File: src/rtl/dsp_mac_pkg.sv
// dsp_mac_pkg: shared OPMODE constants, sequencer state and pipeline tag types
package dsp_mac_pkg;
  localparam logic [7:0] OPMODE_FIRST = 8'h1E;
  localparam logic [7:0] OPMODE_ACC = 8'h16;
  typedef enum logic {FIRST, ACCUM} state_t;
  typedef struct packed {
    logic valid;
    logic first;
    logic last;
  } tag_t;
endpackage

File: src/rtl/dsp_mac_resbuf.sv
// dsp_mac_resbuf: 2-entry result FIFO (clk, RST, push/push_data, pop, head/valid/occ)
module dsp_mac_resbuf #(
  parameter int W = 48
) (
  input  logic         clk,
  input  logic         RST,
  input  logic         push,
  input  logic [W-1:0] push_data,
  input  logic         pop,
  output logic [W-1:0] head,
  output logic         valid,
  output logic [1:0]   occ
);
  logic [W-1:0] mem [2];
  logic wr_ptr, rd_ptr;
  always_ff @(posedge clk) begin
    if (RST) begin
      mem <= '{default: '0};
      wr_ptr <= 1'b0;
      rd_ptr <= 1'b0;
      occ <= 2'd0;
    end else begin
      if (push) begin
        mem[wr_ptr] <= push_data;
        wr_ptr <= !wr_ptr;
      end
      rd_ptr <= pop ? !rd_ptr : rd_ptr;
      occ <= occ + 2'(push) - 2'(pop);
    end
  end
  always_comb begin
    head = mem[rd_ptr];
    valid = occ != 2'd0;
  end
endmodule

File: src/rtl/dsp_mac_sequencer.sv
// dsp_mac_sequencer: DSP48A1 dot-product sequencer, res_len port added under DSP_MAC_SEQ_LEN_EN
module dsp_mac_sequencer
  import dsp_mac_pkg::*;
#(
  parameter int MULT_LAT = 2,
  parameter int RES_DEPTH = 2
) (
  input  logic        clk,
  input  logic        RST,
  input  logic        s_valid,
  output logic        s_ready,
  input  logic [17:0] s_a,
  input  logic [17:0] s_b,
  input  logic        s_last,
  output logic [17:0] dsp_A,
  output logic [17:0] dsp_B,
  output logic        dsp_CEAB,
  output logic        dsp_CEM,
  output logic        dsp_CEP,
  output logic [7:0]  dsp_OPMODE,
  output logic        dsp_RST,
  input  logic [47:0] dsp_P,
  output logic        res_valid,
  input  logic        res_ready,
  output logic [47:0] res_data
`ifdef DSP_MAC_SEQ_LEN_EN
  ,
  output logic [15:0] res_len
`endif
);
`ifdef DSP_MAC_SEQ_LEN_EN
  localparam int W = 64;
`else
  localparam int W = 48;
`endif
  state_t state, state_n;
  tag_t st [MULT_LAT+2];
  tag_t acc_tag, op_tag;
  logic accept, cap, pop;
  logic [1:0] occ;
  logic [3:0] pending;
  logic [W-1:0] push_data, head;
  always_comb begin
    accept = s_valid && s_ready;
    acc_tag = {accept, state == FIRST, s_last};
    state_n = accept ? (s_last ? FIRST : ACCUM) : state;
    cap = st[MULT_LAT+1].valid && st[MULT_LAT+1].last;
    pop = res_valid && res_ready;
    pending = 4'(occ);
    for (int k = 0; k <= MULT_LAT + 1; k++) pending = pending + 4'(st[k].valid && st[k].last);
    s_ready = !RST && !dsp_RST && pending < 4'(RES_DEPTH);
  end
  if (MULT_LAT == 1) begin : g_op
    assign op_tag = acc_tag;
  end else begin : g_op
    assign op_tag = st[MULT_LAT-2];
  end
  always_ff @(posedge clk) state <= RST ? FIRST : state_n;
  always_ff @(posedge clk) begin
    if (RST) begin
      st <= '{default: '0};
      dsp_A <= '0;
      dsp_B <= '0;
      dsp_CEAB <= 1'b0;
      dsp_CEM <= 1'b0;
      dsp_CEP <= 1'b0;
      dsp_OPMODE <= 8'h00;
      dsp_RST <= 1'b1;
    end else begin
      st[0] <= acc_tag;
      for (int k = 1; k <= MULT_LAT + 1; k++) st[k] <= st[k-1];
      dsp_A <= accept ? s_a : dsp_A;
      dsp_B <= accept ? s_b : dsp_B;
      dsp_CEAB <= accept;
      dsp_CEM <= 1'b1;
      dsp_CEP <= st[MULT_LAT-1].valid;
      dsp_OPMODE <= op_tag.valid ? (op_tag.first ? OPMODE_FIRST : OPMODE_ACC) : dsp_OPMODE;
      dsp_RST <= 1'b0;
    end
  end
`ifdef DSP_MAC_SEQ_LEN_EN
  logic [15:0] len_q;
  always_ff @(posedge clk) begin
    if (RST) len_q <= '0;
    else if (st[MULT_LAT].valid) len_q <= st[MULT_LAT].first ? 16'd1 : (&len_q ? len_q : len_q + 16'd1);
  end
  always_comb begin
    push_data = {len_q, dsp_P};
    res_data = head[47:0];
    res_len = head[63:48];
  end
`else
  always_comb begin
    push_data = dsp_P;
    res_data = head;
  end
`endif
  dsp_mac_resbuf #(.W(W)) u_resbuf (
    .clk(clk),
    .RST(RST),
    .push(cap),
    .push_data(push_data),
    .pop(pop),
    .head(head),
    .valid(res_valid),
    .occ(occ)
  );
endmodule

File: config.mk
export PLATFORM = sky130hd
export DESIGN_NAME = dsp_mac_sequencer
export DESIGN_NICKNAME = d
export VERILOG_FILES = /design/src/rtl/dsp_mac_pkg.sv /design/src/rtl/dsp_mac_resbuf.sv /design/src/rtl/dsp_mac_sequencer.sv
export SDC_FILE = /design/constraint.sdc
export NUM_CORES = 1
export LEC_CHECK = 0
export ABC_AREA = 1
export CORE_AREA = 10 10 142 118
export DETAILED_ROUTE_END_ITERATION = 7
export DIE_AREA = 0 0 152 128
export GPL_TIMING_DRIVEN = 0
export PLACE_DENSITY = 0.91
export SLEW_MARGIN = 0
export SYNTH_ARGS = -nofsm -noshare
export SYNTH_HDL_FRONTEND = slang
export SYNTH_SLANG_ARGS = --single-unit
File: constraint.sdc
create_clock -name clk -period 3.7 [get_ports clk]
set_input_delay 0.74 -clock clk [delete_from_list [all_inputs] [get_ports clk]]
set_output_delay 0.74 -clock clk [all_outputs]
set_load 0.1 [all_outputs]
; Word level (Yosys, flattened, before mapping)
; Index checks and enable logic that the tools add are counted.
[classes]
add_sub_neg = 6
order_cmp = 4
mux = 10
bitwise = 3
reduce_logical = 14
[ops]
columns = op, n
row1 = 48-bit 2-to-1 mux, 4
row2 = 96-bit bitwise mux, 1
row3 = 48-bit demux with 1-bit select, 1
row4 = 1-bit logical AND, 9
row5 = 4-bit by 1-bit adder with 4-bit output, 2
row6 = 3-bit by 1-bit adder with 4-bit output, 1
row7 = 2-bit greater-or-equal comparator (second input constant), 2
row8 = 1-bit logical NOT, 4
row9 = 4-bit by 2-bit < comparator with 1-bit output (second input constant), 1
row10 = 4-bit 2-to-1 mux, 1
row11 = 1-bit inverter with 2-bit output, 2
row12 = 2-bit by 1-bit adder with 3-bit output, 1
row13 = 1-bit 2-to-1 mux, 3
row14 = 2-bit by 1-bit adder with 2-bit output, 1
row15 = 2-bit by 1-bit < comparator with 1-bit output (second input constant), 1
row16 = 2-bit nonzero test, 1
row17 = 2-bit by 1-bit subtractor with 2-bit output, 1
row18 = 1-bit inverter, 1
[totals]
register_bits = 156
inputBits = 89
out_inout_bits = 98
word_cells = 57

; Depth between registers and ports, before layout
[logic_depth]
ltp_word = 8
ltp_mapped = 13

; Modules after synthesis
; From an unflattened synthesis, not the netlist that was laid out.
[hier_totals]
cells_unflattened = 873
area_unflattened_um2 = 6530.0
[by_module_without_submodules]
columns = mod, n_inst, cells_each, area_per_inst_um2
row1 = dsp_mac_resbuf, 1, 496, 4090.2
row2 = dsp_mac_sequencer, 1, 377, 2439.8

; Worst setup path after synthesis
; OpenSTA, ideal clock, no wires.
[synth_path]
path_kind = register -> output
from = reg st, in the netlist op_tag[2]
to = out s_ready
arrival_ns = 3.843
required_ns = 2.960
slack_ns = -0.883
path_stages_with_launch = 12
n_path_buf = 2
path_cell_list = dfxtp_1 nand2_1 fa_1 inv_1 ha_1 a31o_2 fa_1 nor2_1 buf_2 buf_2 nand2_1 inv_1
[synth_between]
elab_chain_len = 7
[synth_rtl]
columns = element, line_no
row1 = start: declaration, dsp_mac_sequencer.sv:37  ; tag_t st [MULT_LAT+2];
row2 = 1-bit logical AND, dsp_mac_sequencer.sv:50  ; for (int k = 0; k <= MULT_LAT + 1; k++) pending = pending + 4'(st[k].valid && st[k].last);
row3 = 2-bit by 1-bit adder with 3-bit output, dsp_mac_sequencer.sv:50
row4 = 3-bit by 1-bit adder with 4-bit output, dsp_mac_sequencer.sv:50
row5 = 4-bit by 1-bit adder with 4-bit output (2 in series), dsp_mac_sequencer.sv:50
row6 = 4-bit by 2-bit < comparator with 1-bit output, dsp_mac_sequencer.sv:51  ; s_ready = !RST && !dsp_RST && pending < 4'(RES_DEPTH);
row7 = 1-bit logical AND, dsp_mac_sequencer.sv:51
row8 = end: declaration, dsp_mac_sequencer.sv:11  ; output logic s_ready,
; No other way between the ends.

; Worst setup path in the final report
[layout_path]
from = reg st[0] (netlist bit)
to = out s_ready
[layout_between]
elab_chain_len = 4
[layout_rtl]
columns = element, line_no
row1 = 1-bit logical AND, dsp_mac_sequencer.sv:50
row2 = 4-bit by 1-bit adder with 4-bit output, dsp_mac_sequencer.sv:50
row3 = 4-bit by 2-bit < comparator with 1-bit output, dsp_mac_sequencer.sv:51
row4 = 1-bit logical AND, dsp_mac_sequencer.sv:51
; No other way between the ends.

==> metrics.cfg <==
[run_status]
status=finished clean

[final_layout]
drive_above_1_share_pct=7.78
antenna_cells=0
area_growth_pct=43.1
final_cell_area_sq_um=9350
final_core_util_pct=67.0
nNetsFinal=1276

[logic_synthesis]
avgSynthCellArea_sq_um=6.71
seq_area_frac_synth_pct=46.0
synth_top_family_by_area=simple AND/OR/NAND/NOR gates
synthXorXnorAreaFrac_pct=0
netlist_area_sq_um=6530
ys_seq_elements=150
synthMuxAreaShare_pct=0
synth_compound_area_share_pct=7.84
synthesis.instances=973
synth_fa_ha_area_share_pct=1.19
synthSimpleGateAreaFrac_pct=31.6
synth_warnings=0
yosysUniqueCellTypes=24

[power]
total_power_mw=4.15
power.leakage_nw=4.86
p_per_area_nw_per_um2=444
ir_worst_vdd_v=0.000325

[timing]
final.min_clock_period_ps=3690
grt_setup_unrepaired=true
fmax_mhz=271
final-setup-viol-count=0
final-hold-violation-count=0
maxSlewViolCount=0
fin_crit_sh_pct=99.7
slew_headroom_pct=30.4
worst_clock_skew_ps=10.2
tns_ps=0
worstMarginPinSlew_ps=1040

[drt]
wirelength_met1_mm=8.69
wirelength_mm=20.3
drc=0
top_layer=met4
drt_iter0_markers=481
wl_per_cell_microns=14.7
vias_per_cell=4.83
wl_met3_mm=1.50
antenna_left=0
route.vias.total=6655
dr_wl_met2_mm=9.92
drtPass1Iterations=5

[critical_path]
reg2reg_depth=14
crit_path_start_kind=flip-flop
reg2reg_slack_ps=630
end_kind=primary output
r2r-end=dsp_A[4]
worstPathRequired_ps=2960
crit_fanout=2
criticalPathCategory=flip-flop to primary output
arrival_ps=2950
reg2reg_from=st[0]

[clock_tree]
worstSkewPairLatency_ps=430
cts_htree_levels=4
cts_buffers=17
clock_path_buffers=2
clockRootBuffer=clkbuf_16
clkSinkCount=150
cts_hold_buffers=0
path_clk_slew_ps=60
cts_tree=yes

[flow_run]
max_cap_viol_count=0

[floorplan]
rows=39
io_pins=187
die_w_microns=152
chipHeight_microns=128
core-area_sq_um=14000
start_util_pct=46.8
die-area_sq_um=19500

[global_route]
grt_pass1_wl_mm=31.5
grt_max_degree=17
grt_usage_pct=19.6
grt_pass1_vias=6224
gr-total-overflow=0
antenna_found_initial=0

[placement]
port_buffers=182
placed_area_sq_um=8620
place_congestion=0.838
place_hpwl_mm=14.3

[worst_hold_path]
hold_start=st[3]
holdPathStages=2
holdPathEnd=st[0]
hp-class=flip-flop to flip-flop

-- state kept, by name, summed over array words and instances, names as in the netlist --
signal,cells
u_resbuf.mem,96
dsp_OPMODE,2
u_resbuf.occ,2
dsp_RST,1
dsp_A,18
u_resbuf.wr_ptr,1
dsp_CEM,1
dsp_B,18
u_resbuf.rd_ptr,1
state,1
op_tag,3
st,6
-- power breakdown --
group,internal (mW),switching [mW],leakage (nW),total [mW]
Clock,1.05,0.735,0.290,1.78
Combinational,0.220,0.474,3.35,0.694
Sequential,1.65,0.0195,1.22,1.67
Total,2.92,1.23,4.86,4.15
-- critical path, cell delays in order, from the launching register on --
cell and delay [ps]:
dfxtp_2 340, nand2_4 50, fa_1 520, inv_1 40
ha_1 260, a31o_2 250, fa_1 440, nor2_2 150
buf_6 140, nand2_4 50, clkinvlp_4 100, buf_12 160
-- cells by family after synthesis --
| group | Yosys count |
|---|---|
| and+or+nand+nor | 517 |
| buffers and inverters | 199 |
| DFF | 150 |
| AOI/OAI and AO/OA | 101 |
| adders and majority gates | 5 |
| other | 1 |
-- layout make-up --
| cell class | count | area [sq um] |
|---|---|---|
| Fill cell | 1122 | 4610 |
| Sequential cell | 150 | 3010 |
| Multi-Input combinational cell | 627 | 2680 |
| Timing Repair Buffer | 188 | 1930 |
| Inverter | 130 | 492 |
| Clock buffer | 18 | 450 |
| Buffer | 68 | 385 |
| Tap cell | 184 | 230 |
| Clock inverter | 14 | 161 |
-- cell usage in the layout, fill, tap and decap left out, types with 6 or more instances in the layout --
cell type        count
dlymetal6s2s_1      21
inv_1              126
inv_6                6
clkbuf_16           18
o21ai_1             12
clkbuf_1            32
buf_6               11
buf_2               17
buf_4               13
nand4_1             37
clkdlybuf4s50_1    160
nand2_1            224
dfxtp_1            145
o21ai_0             85
nor2_1             245
-- per-layer routing --
metal / vias to the layer above / track usage [%]
li1: 3359 / -
met1: 3033 / 23.8
met2: 249 / 33.0
met3: 14 / 6.47
met4: 0 / 4.80
met5: - / 0
-- through the flow --
| stage | instances | hold WS (ps) | worst slack, ps |
|---|---|---|---|
| 2_1_floorplan | 976 | 393 | 0.282 |
| 3_3_place_gp | 1342 | 407 | -809 |
| 3_5_place_dp | 1342 | 415 | -853 |
| 4_1_cts | 1379 | 427 | 2.57 |
| 5_1_grt | 1379 | 440 | -80.4 |
| 6_report | 1379 | 422 | 10.7 |
-- synthesized netlist by cell type --
| library cell | count | area, sq um |
|---|---|---|
| nor2_1 | 246 | 923 |
| nand2_1 | 226 | 848 |
| dfxtp_1 | 150 | 3000 |
| inv_1 | 127 | 477 |
| o21ai_0 | 85 | 425 |
| nand4_1 | 37 | 231 |
| clkbuf_1 | 32 | 120 |
| buf_2 | 19 | 95.1 |
| o21ai_1 | 12 | 60.1 |
| buf_6 | 10 | 113 |
| buf_4 | 7 | 52.6 |
| ha_1 | 3 | 37.5 |
| inv_2 | 3 | 11.3 |
| a21oi_1 | 2 | 10.0 |
| fa_1 | 2 | 40.0 |
| nand3_1 | 2 | 10.0 |
| nor2_4 | 2 | 22.5 |
| or2_2 | 2 | 12.5 |
| a31o_2 | 1 | 8.76 |
| buf_1 | 1 | 3.75 |
| conb_1 | 1 | 3.75 |
| nand2_2 | 1 | 6.26 |
| nor2_2 | 1 | 6.26 |
| o21a_1 | 1 | 7.51 |
-- how the worst max path moves through the flow --
| stage | startpoint | end | slack (ps) | cells past startpoint |
|---|---|---|---|---|
| after CTS | st[0] | s_ready | 3 | 11 |
| after floorplan | op_tag[2] | s_ready | 0.3 | 11 |
| after detailed placement | st[2] | s_ready | -850 | 12 |
| final | st[0] | s_ready | 10 | 11 |
| after global routing | st[0] | s_ready | -80 | 11 |
| after global placement | st[2] | s_ready | -810 | 12 |
-- what timing repair did --
item	4_1_cts	5_1_grt
buffers inserted	6	0
endpoints found under the setup margin	1	22
pin swaps	2	0
resized for setup	13	23
Power figures use the tool's default switching activity.
